## src/rtl/csr_rmw_pkg.sv

```systemverilog
// Shared encodings for the CSR read-modify-write unit: op codes, FSM states
// and the location of the read-only field inside a CSR address.
package csr_rmw_pkg;

    typedef enum logic [1:0] {
        CSR_OP_RSVD = 2'b00,
        CSR_OP_RW   = 2'b01,
        CSR_OP_RS   = 2'b10,
        CSR_OP_RC   = 2'b11
    } csr_op_e;

    typedef enum logic [2:0] {
        ST_IDLE  = 3'd0,
        ST_READ  = 3'd1,
        ST_WAIT  = 3'd2,
        ST_WRITE = 3'd3,
        ST_RESP  = 3'd4
    } state_e;

    localparam int         CSR_RO_HI  = 11;
    localparam int         CSR_RO_LO  = 10;
    localparam logic [1:0] CSR_RO_VAL = 2'b11;

    function automatic logic csr_is_ro(input logic [11:0] idx);
        return idx[CSR_RO_HI:CSR_RO_LO] == CSR_RO_VAL;
    endfunction

endpackage

```

## src/rtl/csr_rmw_alu.sv

```systemverilog
// Combinational core of a CSR read-modify-write: new value, write enable
// and illegal-access flag from the op, operand and sampled old value.
module csr_rmw_alu
    import csr_rmw_pkg::*;
#(
    parameter int XLEN = 32
) (
    input  logic [1:0]      i_op,
    input  logic            i_rs1is0,
    input  logic            i_ro,
    input  logic [XLEN-1:0] i_op1,
    input  logic [XLEN-1:0] i_rdata,
    input  logic            i_rd_ilgl,
    output logic [XLEN-1:0] o_wdata,
    output logic            o_wr_en,
    output logic            o_ilgl
);

    logic w_wr_intent;

    always_comb begin
        o_wdata     = '0;
        w_wr_intent = 1'b0;
        case (csr_op_e'(i_op))
            CSR_OP_RW: begin
                o_wdata     = i_op1;
                w_wr_intent = 1'b1;
            end
            CSR_OP_RS: begin
                o_wdata     = i_op1 | i_rdata;
                w_wr_intent = ~i_rs1is0;
            end
            CSR_OP_RC: begin
                o_wdata     = ~i_op1 & i_rdata;
                w_wr_intent = ~i_rs1is0;
            end
            default: begin
                o_wdata     = '0;
                w_wr_intent = 1'b0;
            end
        endcase
        // Read-only space only matters when the instruction actually writes.
        o_ilgl  = (i_op == CSR_OP_RSVD) | i_rd_ilgl | (w_wr_intent & i_ro);
        o_wr_en = w_wr_intent & ~o_ilgl;
    end

endmodule

```

## src/rtl/csr_rmw_unit.sv

```systemverilog
// Execute-stage CSR read-modify-write unit: one instruction at a time with a
// fixed read/compute/write/respond sequence, abortable until the write issues.
module csr_rmw_unit
    import csr_rmw_pkg::*;
#(
    parameter int XLEN          = 32,
    parameter int CSR_IDX_WIDTH = 12,
    parameter int ZIMM_WIDTH    = 5,
    parameter int RD_LAT        = 1
) (
    input  logic                     clk,
    input  logic                     rst_n,
    input  logic                     i_valid,
    output logic                     i_ready,
    input  logic [1:0]               i_op,
    input  logic                     i_rs1imm,
    input  logic                     i_rs1is0,
    input  logic [ZIMM_WIDTH-1:0]    i_zimm,
    input  logic [XLEN-1:0]          i_rs1,
    input  logic [CSR_IDX_WIDTH-1:0] i_csridx,
    input  logic [4:0]               i_rd_idx,
    input  logic                     i_flush,
    output logic                     csr_rd_en,
    output logic                     csr_wr_en,
    output logic [CSR_IDX_WIDTH-1:0] csr_idx,
    output logic [XLEN-1:0]          csr_wdata,
    input  logic [XLEN-1:0]          csr_rdata,
    input  logic                     csr_rd_ilgl,
    output logic                     o_valid,
    input  logic                     o_ready,
    output logic [XLEN-1:0]          o_dat,
    output logic                     o_ilgl,
    output logic [4:0]               o_rd_idx
);

    localparam int CNT_W = (RD_LAT < 1) ? 1 : $clog2(RD_LAT + 1);

    state_e                   r_state;
    state_e                   w_state_next;
    logic [1:0]               r_op;
    logic                     r_rs1is0;
    logic [XLEN-1:0]          r_op1;
    logic [CSR_IDX_WIDTH-1:0] r_idx;
    logic [4:0]               r_rd_idx;
    logic [CNT_W-1:0]         r_cnt;
    logic                     r_csr_rd_en;
    logic                     r_csr_wr_en;
    logic [XLEN-1:0]          r_csr_wdata;
    logic                     r_o_valid;
    logic [XLEN-1:0]          r_o_dat;
    logic                     r_o_ilgl;

    logic                     w_accept;
    logic                     w_sample;
    logic [XLEN-1:0]          w_op1;
    logic [XLEN-1:0]          w_alu_wdata;
    logic                     w_alu_wr_en;
    logic                     w_alu_ilgl;

    assign i_ready  = (r_state == ST_IDLE) & rst_n;
    assign w_accept = (r_state == ST_IDLE) & i_valid;
    assign w_op1    = i_rs1imm ? {{(XLEN-ZIMM_WIDTH){1'b0}}, i_zimm} : i_rs1;

    // The cycle in which read data is valid on the bus; a flush wins over it.
    assign w_sample = ~i_flush &
                      ((RD_LAT == 0) ? (r_state == ST_READ)
                                     : ((r_state == ST_WAIT) && (r_cnt == CNT_W'(1))));

    csr_rmw_alu #(
        .XLEN(XLEN)
    ) u_alu (
        .i_op      (r_op),
        .i_rs1is0  (r_rs1is0),
        .i_ro      (csr_is_ro(r_idx[11:0])),
        .i_op1     (r_op1),
        .i_rdata   (csr_rdata),
        .i_rd_ilgl (csr_rd_ilgl),
        .o_wdata   (w_alu_wdata),
        .o_wr_en   (w_alu_wr_en),
        .o_ilgl    (w_alu_ilgl)
    );

    always_ff @(posedge clk or negedge rst_n) begin
        if (!rst_n) begin
            r_state <= ST_IDLE;
        end else begin
            r_state <= w_state_next;
        end
    end

    always_comb begin
        w_state_next = r_state;
        case (r_state)
            ST_IDLE:  if (i_valid) w_state_next = ST_READ;
            ST_READ: begin
                if (i_flush)          w_state_next = ST_IDLE;
                else if (RD_LAT == 0) w_state_next = ST_WRITE;
                else                  w_state_next = ST_WAIT;
            end
            ST_WAIT: begin
                if (i_flush)                  w_state_next = ST_IDLE;
                else if (r_cnt == CNT_W'(1))  w_state_next = ST_WRITE;
            end
            ST_WRITE: w_state_next = ST_RESP;
            ST_RESP:  if (o_ready) w_state_next = ST_IDLE;
            default:  w_state_next = ST_IDLE;
        endcase
    end

    always_ff @(posedge clk or negedge rst_n) begin
        if (!rst_n) begin
            r_op        <= '0;
            r_rs1is0    <= 1'b0;
            r_op1       <= '0;
            r_idx       <= '0;
            r_rd_idx    <= '0;
            r_cnt       <= '0;
            r_csr_rd_en <= 1'b0;
            r_csr_wr_en <= 1'b0;
            r_csr_wdata <= '0;
            r_o_valid   <= 1'b0;
            r_o_dat     <= '0;
            r_o_ilgl    <= 1'b0;
        end else begin
            r_csr_rd_en <= w_accept;
            r_csr_wr_en <= w_sample & w_alu_wr_en;
            if (w_accept) begin
                r_op     <= i_op;
                r_rs1is0 <= i_rs1is0;
                r_op1    <= w_op1;
                r_idx    <= i_csridx;
                r_rd_idx <= i_rd_idx;
            end
            if (r_state == ST_READ) begin
                r_cnt <= CNT_W'(RD_LAT);
            end else if (r_state == ST_WAIT) begin
                r_cnt <= r_cnt - CNT_W'(1);
            end
            if (w_sample) begin
                r_csr_wdata <= w_alu_wdata;
                r_o_dat     <= w_alu_ilgl ? '0 : csr_rdata;
                r_o_ilgl    <= w_alu_ilgl;
            end
            if (r_state == ST_WRITE) begin
                r_o_valid <= 1'b1;
            end else if ((r_state == ST_RESP) && o_ready) begin
                r_o_valid <= 1'b0;
            end
        end
    end

    assign csr_rd_en = r_csr_rd_en;
    assign csr_wr_en = r_csr_wr_en;
    assign csr_idx   = r_idx;
    assign csr_wdata = r_csr_wdata;
    assign o_valid   = r_o_valid;
    assign o_dat     = r_o_dat;
    assign o_ilgl    = r_o_ilgl;
    assign o_rd_idx  = r_rd_idx;

endmodule

```

## config.mk

```make
export PLATFORM = sky130hd
export DESIGN_NAME = csr_rmw_unit
export DESIGN_NICKNAME = d
export VERILOG_FILES = /design/src/rtl/csr_rmw_pkg.sv /design/src/rtl/csr_rmw_alu.sv /design/src/rtl/csr_rmw_unit.sv
export SDC_FILE = /design/constraint.sdc
export NUM_CORES = 1
export LEC_CHECK = 0
export BUFFER_PORTS_ARGS = -buffer_cell sky130_fd_sc_hd__buf_2
export CORE_ASPECT_RATIO = 1.4
export CORE_MARGIN = 1.5
export CORE_UTILIZATION = 37
export DETAILED_ROUTE_END_ITERATION = 12
export GPL_TIMING_DRIVEN = 1
export SYNTH_ARGS = -nofsm -noshare
export SYNTH_HDL_FRONTEND = slang
export SYNTH_SLANG_ARGS = --single-unit
```

## constraint.sdc

```tcl
create_clock -name clk -period 5 [get_ports clk]
set_clock_uncertainty 0.1 [all_clocks]
set_input_delay 0.75 -clock clk [delete_from_list [all_inputs] [get_ports clk]]
set_output_delay 0.75 -clock clk [all_outputs]
set_load 0.01 [all_outputs]
```

After elaboration in Yosys (flattened, before gate mapping)
Index checks and enable logic that the tools add are counted.
Word-level totals
  input port bits: 96
  flip-flop bits (word level): 124
  output and inout bits: 86
Cells by class
  bitwise logic cells: 14
  muxes and demuxes: 14
  equality and inequality tests: 11
  reductions and logical operators: 8
  add/subtract/negate cells: 1
Operators by type and width (count)
  one-hot mux 32 bit (3 select lines): 1
  2-to-1 mux 32 bit: 2
  bitwise AND 32 bit: 1
  NOT 32 bit: 1
  OR 32 bit: 1
  one-hot mux 3 bit (5 select lines): 1
  2-to-1 mux 3 bit: 4
  bitwise AND 1 bit: 6
  == test 2 bit, second input constant: 3
  == test 3 x 2 -> 1 bit, second input constant: 2
  2-to-1 mux 1 bit: 4
  != test 2 bit, second input constant: 2
  nonzero test 2 bit: 2
  == test 3 x 1 -> 1 bit, second input constant: 1
  == test 3 bit, second input constant: 1
  zero test 3 bit: 1
  != test 3 bit, second input constant: 1
  NOT 1 bit: 3
  AND reduction 3 bit: 1
  == test 2 x 1 -> 1 bit, second input constant: 1
  logical AND 1 bit: 2
  zero test 2 bit: 1
  2-to-1 mux 2 bit: 1
  OR 1 bit: 2
  other kinds (3): 3

Depth between registers and ports, before layout
Gate-level depths: netlist (run 1).
  depth in word-level cells: 8
  mapped depth: 6
  depth with buffers taken out: 3

Cells and area by module
Synthesis (run 1) repeated with hierarchy kept, for this count alone.
Second synthesis, totals
  cell total of the unflattened synthesis: 499
  area total of the unflattened synthesis: 5990.7 um^2
Modules (own cells, without submodules)
  csr_rmw_unit: area an instance 5137.4 um^2, times used 1, cells an instance 383, seq. area each 3103.0 um^2
  csr_rmw_alu: area an instance 853.3 um^2, times used 1, cells an instance 116, seq. area each 0.0 um^2

Worst setup path after synthesis (run 1)
OpenSTA, ideal clock, no wires.
  path type: in2out
  start: in rst_n
  end: out i_ready
  data required time: 4.150 ns
  path slack: 2.985 ns
  cell stages on the path: 1
  arrival time: 1.165 ns
  cells stage by stage: nor4b_1
On the way
  word-level cells in the longest chain between the ends: 1
RTL lines
  from (decl): line csr_rmw_unit.sv:12  | input logic rst_n,
  bitwise AND 1 bit: line csr_rmw_unit.sv:60  | assign i_ready = (r_state == ST_IDLE) & rst_n;
  to (decl): line csr_rmw_unit.sv:14  | output logic i_ready,
No other way between the ends.

Worst setup path in the final report (run 1)
  start: reg r_state[1]
  end: reg r_o_dat[10] (netlist: o_dat[10])
On the way
  word-level cells in the longest chain between the ends: 3
RTL lines
  from (decl): line csr_rmw_unit.sv:38  | state_e r_state;
  from (signal assigned): line csr_rmw_unit.sv:87  | r_state <= w_state_next;
  == test 3 x 2 -> 1 bit: line csr_rmw_unit.sv:67  | : ((r_state == ST_WAIT) && (r_cnt == CNT_W'(1))));
  logical AND 1 bit: line csr_rmw_unit.sv:67
  bitwise AND 1 bit: line csr_rmw_unit.sv:65  | assign w_sample = ~i_flush &
  to (signal assigned): line csr_rmw_unit.sv:141  | r_o_dat <= w_alu_ilgl ? '0 : csr_rdata;
  to (decl): line csr_rmw_unit.sv:50  | logic [XLEN-1:0] r_o_dat;
No other way between the ends.
A chain may end at the register's enable or synchronous reset.

==> results of run 1 <==
==> routing by layer <==
metal | GRT usage (%) | vias to the layer above | wire (um) | share of wire, %
met4 | 9.28 | 0 | 405 | 2.4
li1 | - | 2334 | - | -
met1 | 26.1 | 2396 | 6760 | 40
met5 | 0 | - | 0 | 0
met2 | 36.1 | 172 | 8660 | 52
met3 | 3.42 | 25 | 942 | 5.6
==> cell usage after synthesis (all sizes together) <==
cell type,count
nand3,32
nand2,66
and3,1
nor4bb,1
mux2,21
a31oi,32
nor2b,66
inv,3
nor3,2
mux2i,6
nor4b,2
nor2,3
a21boi,1
clkbuf,34
o22a,1
o2bb2ai,32
dfrtp,124
o21ai,65
a21o,1
xnor2,1
or4b,1
a21oi,36
o221ai,1
nand3b,1
and4,1
buf,15
nand2b,27
==> logic make-up (layout without fill, tap and decap cells) <==
kind of cell / Yosys count / after routing / synth area share [%]
simple gates: 203 / 203 / 18.7
compound gates: 169 / 169 / 17.7
mux: 27 / 27 / 5.48
flops: 124 / 124 / 53.9
xor+xnor: 1 / 1 / 0.152
buf+inv: 52 / 224 / 4.02
==> area by class of cell <==
cell class,count,area [um2]
inverter,3,11.3
sequential,124,3100
tap,192,240
clock buffer,17,425
timing repair buffer,189,968
fill,1464,7780
clock inverter,15,141
multi-input combinational,400,2450
==> worst paths after layout <==
kind / from / endpoint / slack (ps) / depth (start not counted)
setup reg to reg: r_state[1] / o_dat[10] / 2000 / 4
max in group asynchronous: rst_n / csr_wdata[10] / 2980 / 3
min in group clk: o_dat[11] / o_dat[11] / 390 / 1
hold / removal: rst_n / o_rd_idx[3] / 150 / 1
setup / recovery: r_state[1] / o_dat[10] / 2000 / 4
hold reg to reg: o_dat[11] / o_dat[11] / 390 / 1
==> registers in the layout, summed over array words and instances (netlist names) <==
register	flops
csr_wdata	32
o_dat	32
r_op1	32
csr_idx	12
o_rd_idx	5
r_state	3
r_op	2
csr_rd_en	1
csr_wr_en	1
o_ilgl	1
o_valid	1
r_cnt	1
r_rs1is0	1
==> per-stage QoR <==
step	hold WS [ps]	instance area [um2]	setup WS (ps)	util [%]
2_1_floorplan	354	5750	2980	-
3_3_place_gp	378	6780	1730	44.8
3_5_place_dp	372	6780	1650	44.8
4_1_cts	146	7340	2030	48.6
5_1_grt	158	7340	1830	48.6
6_report	151	7340	2000	48.6
==> power groups by stage <==
stage                     clock (mW)  combinational, mW  sequential (mW)
after CTS                       1.20               1.74             1.81
final                           1.18               1.72             1.81
after global routing            1.24               1.91             1.86
after floorplan                    0               1.01             1.84
after detailed placement           0               1.74             1.82
after global placement             0               1.68             1.81
==> summary.md, run 1 <==
| Metric | Value |
|---|---|
| Yosys reg bits | `around 120` |
| Unrepaired setup endpoints after global routing | `no` |
| Clk_lat worst skew | `around 400 ps` |
| Switch Pwr | `between 1.5 and 2 mW` |
| RePlAce Congestion | `around 0.80` |
| WP data required | `~5000 ps` |
| Clock tree buffer depth | `2` |
| Share of cells above drive strength 1 | `approximately 33%` |
| Initial antenna violation count | `1` |
| Worst stage delay on the critical path | `approximately 940 ps` |
| Via density | `between 5 and 6` |
| Seq/Total Area, Yosys | `roughly 54%` |
| HPWL Detailed | `between 10,000 and 15,000 um` |
| Fin cells | `between 900 and 1,000` |
| Internal cell power | `2.86 mW` |
| Post-CTS sizing | `0` |
| Cell Chain, Critical Path | `nor4bb_4 > buf_4 > nand2_1 > o2bb2ai_1` |
| VDD IR max | `~410 uV` |
| Post-Syn Area | `5750 um2` |
| Max-slew headroom | `around 14%` |
| Largest net degree at the start of global routing | `between 80 and 90` |
| P_leak | `roughly 3.3 nW` |
| Worst setup path category | `reg2reg` |
| Mean Syn Cell Area | `9.99 um2` |
| Critical Path AT | `between 3000 and 4000 ps` |
| Grt ovf | `0` |
| Startpoint types | `flop` |
| Starting DRT DRC Count | `247` |
| WL final | `about 17,000 um` |
| Die area | `roughly 16,000 um2` |
| Nets | `roughly 830` |
| CP top delay family | `simple AND/OR/NAND/NOR gates` |
| CTS tree | `built` |
| Crit-path slowest cell | `nand2_1` |
| Pwr Total | `approximately 4.7 mW` |
| First-pass GRT wire length | `roughly 26,000 um` |
| Most frequent cells in the layout | `180 x buf_2, 124 x dfrtp_1, 66 x nand2_1, 65 x nor2b_1, 65 x o21ai_0` |
| CTS root buffer | `clkbuf_16` |
| Worst slew pin tran | `about 1300 ps` |
| Final Slew Violations | `0` |
| Chip width | `about 110 um` |
| Cts hold-fix bufs | `0` |
| Synth cell types | `30` |
| Clk slew on worst S/H paths | `around 60 ps` |
| Main area contributors after synthesis | `dfrtp_1 54%, nor2b_1 7.2%, o21ai_0 5.7%, o2bb2ai_1 4.9%, nand2_1 4.3%` |
| Pwr/cell area | `roughly 640 nW/um2` |
| Post-detailed-route count of antenna-violating nets | `0` |
| MaxCap Viol Count | `0` |
| PortBufs | `181` |
| Combinational share of power | `roughly 37%` |
| Crit path capture type | `flop` |
| Mapped Nets | `672` |
| Initial Util | `between 30% and 40%` |
| Endpoints failing setup | `0` |
| CTS Buf Count | `17` |
| Yosys top cell area share | `~54%` |
| Fin crit share | `between 50% and 60%` |
| DRC | `0` |
| Global Route Usage Sum | `21.1%` |
| Critical path peak fanout | `65` |
| F_max | `between 0.3 and 0.4 GHz` |
| Status | `completed` |
| Setup TNS | `0 ps` |
| Core Rows | `53` |
| # H-tree levels | `4` |
| Largest area contributor in the netlist | `dfrtp_1` |
| IO Count | `182` |
| Final period demand of the worst path | `around 3000 ps` |
| Core area | `~15,000 um2` |
| Clock network power share | `25.0%` |
| Cells after Synth | `between 500 and 600` |
| Critical path buffers and inverters | `1` |
| Vias in the first global route | `between 4,000 and 5,000` |
| Yosys warning count | `0` |
| # Post-CTS Setup Buffers | `0` |
| Seq pwr share | `38.5%` |
| Ant. Diodes | `0` |
| Detailed-router iteration count before antenna repair | `4` |
| Sw frac | `between 30 and 40%` |
| WL per Instance | `between 15 and 20 um` |
| Routed vias | `around 4,900` |
| Commonest non-fill, non-tap cell in the layout | `buf_2` |
| Chip Height | `between 150 and 200 um` |
| Worst min path class | `in2async` |
| Placed Cells | `908` |
| Hold Vio Cnt, Final | `0` |
| CTS Sinks | `124` |
| Area delta synth->final | `27.6%` |
No activity file was read; power rests on OpenSTA's default activity.
==> run 2, diff against run 1 <==
Clock period 5 ns to 2.4 ns, I/O delays scaled along.
==> run 2 against run 1 <==
  * The run now ends with hold timing left
  * Sequential share of layout area decreased by 0.64 points
  * Global-route usage is essentially flat
  * Sequential power up 100%
  * Cell count rose by 0.96%
  * Non-clock buffer count up 9
==> summary.md, run 2 (synthesis results as in run 1) <==
| Metric | Value |
|---|---|
| First-pass GRT wire length | `26,300 um (+0.34%)` |
| Commonest non-fill, non-tap cell in the layout | `buf_2` |
| # H-tree levels | `4 (unchanged)` |
| Met3 Use GR | `4.33% (+0.91 points)` |
| Crit path capture type | `flop` |
| Routed vias | `4,926 (-0.020%)` |
| WL per Instance | `17.4 um (-2.4%)` |
| Clk slew on worst S/H paths | `60 ps (about the same)` |
| Status | `finished, violations left` |
| Vias in the first global route | `5,025 (+1.5%)` |
| Nets | `840 (+1.1%)` |
| Share of cells above drive strength 1 | `33.8% (+0.80 points)` |
| Starting DRT DRC Count | `254 (+2.8%)` |
| Chip width | `108 um (unchanged)` |
| Pwr/cell area | `1340 nW/um2 (+110%)` |
| Critical path buffers and inverters | `1 (unchanged)` |
| Grt met1 use | `25.8% (-0.32 points)` |
| Endpoints failing setup | `0 (unchanged)` |
| RePlAce Congestion | `0.816 (+2.4%)` |
| P_leak | `3.42 nW (+2.1%)` |
| Worst stage delay on the critical path | `890 ps (-50 ps)` |
| Ant. Diodes | `0 (unchanged)` |
| DRC | `0 (unchanged)` |
| Max-slew headroom | `54.4% (+41 points)` |
| Final Slew Violations | `0 (unchanged)` |
| WP data required | `2580 ps (-2570 ps)` |
| Area post-placement | `6860 um2 (+1.2%)` |
| Die area | `16,300 um2 (unchanged)` |
| Core area | `15,100 um2 (unchanged)` |
| Cts hold-fix bufs | `0 (unchanged)` |
| Critical Path AT | `2260 ps (-880 ps)` |
| WL final | `16,500 um (-1.5%)` |
| Clock tree buffer depth | `2 (unchanged)` |
| Worst setup path category | `reg2reg` |
| Crit-path slowest cell | `or4b_4` |
| CTS root buffer | `clkbuf_16` |
| Critical path peak fanout | `55 (-15%)` |
| Post-detailed-route count of antenna-violating nets | `0 (unchanged)` |
| Detailed-router iteration count before antenna repair | `5 (+1)` |
| Final design utilization | `49.3% (+0.74 points)` |
| HPWL Detailed | `11,200 um (about the same)` |
| F_max | `0.481 GHz (+44%)` |
| IO Count | `182 (unchanged)` |
| CTS Buf Count | `17 (unchanged)` |
| MaxCap Viol Count | `0 (unchanged)` |
| Chip Height | `151 um (unchanged)` |
| Pwr Total | `9.99 mW (+110%)` |
| Placed Cells | `917 (+0.99%)` |
| GRT met2 Usage | `36.7% (+0.54 points)` |
| CP top delay family | `simple AND/OR/NAND/NOR gates` |
| Final period demand of the worst path | `2080 ps (-920 ps)` |
| Setup TNS | `0 ps (unchanged)` |
| Area delta synth->final | `29.6%` |
| Initial Util | `38.0% (unchanged)` |
| Failing checks | `hold timing` |
| Post-Layout Inst Area | `7450 um2 (+1.5%)` |
| Initial antenna violation count | `0 (-1)` |
| Unrepaired setup endpoints after global routing | `no` |
| # Post-CTS Setup Buffers | `0 (unchanged)` |
| Startpoint types | `flop` |
| CTS Sinks | `124 (unchanged)` |
| Global Route Usage Sum | `21.2% (+0.026 points)` |
| Hold Vio Cnt, Final | `1 (+1)` |
| Clk_lat worst skew | `410 ps (about the same)` |
| GRT busiest layer | `met2` |
| Worst slew pin tran | `684 ps (-605 ps)` |
| Core Rows | `53 (unchanged)` |
| VDD IR max | `641 uV (+55%)` |
| Most frequent cells in the layout | `180 x buf_2, 124 x dfrtp_1, 66 x nand2_1, 65 x nor2b_1, 65 x o21ai_0` |
| Fin cells | `949 (+0.96%)` |
| Grt ovf | `0 (unchanged)` |
| Dpl ws | `303 ps (-1350 ps)` |
| Fin Hold WS | `-9.53 ps (-161 ps)` |
| Largest net degree at the start of global routing | `125 (+45%)` |
| Cell Chain, Critical Path | `or4b_4 > buf_4 > nand2_1 > o21ai_0` |
| Fin crit share | `86.5% (+27 points)` |
| Via density | `5.19 (-0.97%)` |
| Setup WS post-layout | `323 ps (-1680 ps)` |
| PortBufs | `181 (unchanged)` |
| Post-CTS sizing | `0 (unchanged)` |
| Worst min path class | `in2async` |
| CTS tree | `built` |
-- run 2: worst paths after layout --
check                       startpoint       endpoint  slack [ps]  cells after the start
max                         r_state[0]      r_op1[22]         320                      4
min                              rst_n   csr_wdata[0]         -10                      2
max reg2reg                 r_state[0]      r_op1[22]         320                      4
min reg2reg                  o_dat[11]      o_dat[11]         390                      1
max in group asynchronous        rst_n  csr_wdata[13]        1690                      2
min in group clk           i_csridx[1]     csr_idx[1]          70                      2
-- run 2: layout make-up --
cell class / instances / area [um2]
clock buffers: 18 / 439
inverters: 3 / 11.3
multi-input cells: 400 / 2450
fillers: 1438 / 7660
well taps: 192 / 240
flip-flops and latches: 124 / 3100
repair buffers: 198 / 1050
clock inverters: 14 / 160
-- run 2: per-layer routing --
layer,routed length (um),vias up
li1,-,2358
met1,6980,2416
met2,8560,139
met3,785,13
met4,190,0
met5,0,-
-- run 2: worst register-to-register path, stage by stage (launching register included) --
cell and delay, ps:
dfrtp_1 480, or4b_4 890, buf_4 330, nand2_1 80, o21ai_0 80
-- run 2: where the power goes --
| part | switching [mW] | internal, mW |
|---|---|---|
| logic | 2.13 | 1.59 |
| clock network | 1.00 | 1.58 |
| registers | 0.681 | 3.01 |
| total | 3.82 | 6.18 |
==> run 3, diff against run 2 <==
Settings changed: MAX_ROUTING_LAYER set to met4, PLACE_DENSITY_LB_ADDON set to 0.08.
Clock period 2.4 ns to 2.58 ns, I/O delays scaled along.
==> run 3 against run 2 <==
  * The flow still finishes with violations (hold timing)
  * Core utilization shrank 0.31 points
  * Final area fell by 0.62%
  * Combinational power is 8.6% lower
  * First-iteration DRC count is 2.4% lower
  * Global-route usage increased by 0.44 points
  * Hold slack lost 12 ps
  * Critical path type unchanged
==> summary.md, run 3 (synthesis results as in run 1) <==
| Metric | Value |
|---|---|
| P_leak | `3.40 nW (-0.47%)` |
| Worst stage delay on the critical path | `960 ps (+70 ps)` |
| Pwr Total | `9.16 mW (-8.3%)` |
| Clk slew on worst S/H paths | `50 ps (about the same)` |
| Crit-path slowest cell | `or4b_4` |
| Nets | `836 (-0.48%)` |
| IO Count | `182 (unchanged)` |
| # H-tree levels | `4 (unchanged)` |
| Startpoint types | `flop` |
| Post-CTS sizing | `0 (unchanged)` |
| Worst setup path category | `reg2reg` |
| Post-detailed-route count of antenna-violating nets | `0 (unchanged)` |
| Clk_lat worst skew | `410 ps (about the same)` |
| Critical path peak fanout | `85 (+55%)` |
| CTS root buffer | `clkbuf_16` |
| Crit path capture type | `flop` |
| F_max | `0.466 GHz (-3.2%)` |
| Hold Vio Cnt, Final | `6 (+5)` |
| Initial Util | `38.0% (unchanged)` |
| Share of cells above drive strength 1 | `32.8% (-0.97 points)` |
| Core Rows | `53 (unchanged)` |
| Status | `finished, violations left` |
| Initial antenna violation count | `2 (+2)` |
| WL final | `16,500 um (+0.20%)` |
| Critical path buffers and inverters | `0 (-1)` |
| Clock tree buffer depth | `2 (unchanged)` |
| Worst slew pin tran | `911 ps (+227 ps)` |
| Routed vias | `4,892 (-0.69%)` |
| Global Route Usage Sum | `21.6% (+0.44 points)` |
| Vias in the first global route | `4,850 (-3.5%)` |
| Fin Hold WS | `-21.3 ps (-11.8 ps)` |
| Critical Path AT | `2330 ps (+70 ps)` |
| Cts hold-fix bufs | `0 (unchanged)` |
| Via density | `5.17 (-0.38%)` |
| Endpoints failing setup | `0 (unchanged)` |
| CTS Sinks | `124 (unchanged)` |
| CTS tree | `built` |
| Cell Chain, Critical Path | `or4b_4 > mux2_4` |
| WP data required | `2760 ps (+180 ps)` |
| Max-slew headroom | `39.2% (-15 points)` |
| DRC | `0 (unchanged)` |
| Area delta synth->final | `28.8%` |
| WL per Instance | `17.5 um (+0.52%)` |
| Grt ovf | `0 (unchanged)` |
| Final period demand of the worst path | `2150 ps (+69.5 ps)` |
| Failing checks | `hold timing` |
| Most frequent cells in the layout | `180 x buf_2, 124 x dfrtp_1, 66 x nand2_1, 65 x nor2b_1, 65 x o21ai_0` |
| HPWL Detailed | `11,000 um (-1.4%)` |
| Worst min path class | `in2async` |
| VDD IR max | `746 uV (+16%)` |
| CP top delay family | `simple AND/OR/NAND/NOR gates` |
| Die area | `16,300 um2 (unchanged)` |
| PortBufs | `181 (unchanged)` |
| Chip width | `108 um (unchanged)` |
| MaxCap Viol Count | `0 (unchanged)` |
| First-pass GRT wire length | `25,900 um (-1.4%)` |
| Fin crit share | `83.2% (-3.3 points)` |
| Unrepaired setup endpoints after global routing | `no` |
| Commonest non-fill, non-tap cell in the layout | `buf_2` |
| Chip Height | `151 um (unchanged)` |
| Pwr/cell area | `1240 nW/um2 (-7.7%)` |
| Setup TNS | `0 ps (unchanged)` |
| CTS Buf Count | `17 (unchanged)` |
| # Post-CTS Setup Buffers | `0 (unchanged)` |
| Final design utilization | `49.0% (-0.31 points)` |
| Largest net degree at the start of global routing | `125 (unchanged)` |
| Core area | `15,100 um2 (unchanged)` |
| Final Slew Violations | `0 (unchanged)` |
| RePlAce Congestion | `0.792 (-2.9%)` |
| Detailed-router iteration count before antenna repair | `5 (unchanged)` |
| Starting DRT DRC Count | `248 (-2.4%)` |
## run 3: area by class of cell
type / instances / area (um2)
timing repair buffer: 194 / 1030
multi-input combinational: 400 / 2460
tap: 192 / 240
antenna: 2 / 5.00
sequential: 124 / 3100
clock buffer: 23 / 468
clock inverter: 8 / 92.6
inverter: 3 / 11.3
fill: 1473 / 7710
## run 3: worst reg2reg max path, stage by stage, from the launching register on
cell and delay [ps]:
dfrtp_1 490, or4b_4 960, mux2_4 480
## run 3: worst paths after layout
kind / startpoint / endpoint / slack, ps / cells past startpoint
worst max-delay path: r_state[0] / r_op[1] / 430 / 2
worst min-delay path: rst_n / o_rd_idx[4] / -20 / 2
worst max register to register: r_state[0] / r_op[1] / 430 / 2
worst min register to register: o_dat[18] / o_dat[18] / 380 / 1
max in group asynchronous: rst_n / r_op1[18] / 1850 / 2
min in group clk: i_flush / r_state[1] / 110 / 2
## run 3: metal layers
| metal | track usage, % | up-vias | wire (um) |
|---|---|---|---|
| li1 | - | 2342 | - |
| met1 | 25.5 | 2376 | 6950 |
| met2 | 36.9 | 160 | 8530 |
| met3 | 5.02 | 14 | 880 |
| met4 | 5.66 | 0 | 191 |
| met5 | - | - | 0 |
## run 3: through the flow
| step | instance area (um2) | setup slack [ps] | cells |
|---|---|---|---|
| 2_1_floorplan | 5750 | 759 | 576 |
| 3_3_place_gp | 6840 | 498 | 913 |
| 3_5_place_dp | 6840 | 460 | 913 |
| 4_1_cts | 7400 | 449 | 944 |
| 5_1_grt | 7410 | 349 | 946 |
| 6_report | 7410 | 434 | 946 |
## run 3: report_power, final
group          switching (mW)  internal [mW]  total (mW)  leakage (nW)
Sequential              0.669           2.80        3.47          1.55
Clock                   0.826           1.46        2.28         0.277
Combinational            1.94           1.47        3.41          1.57
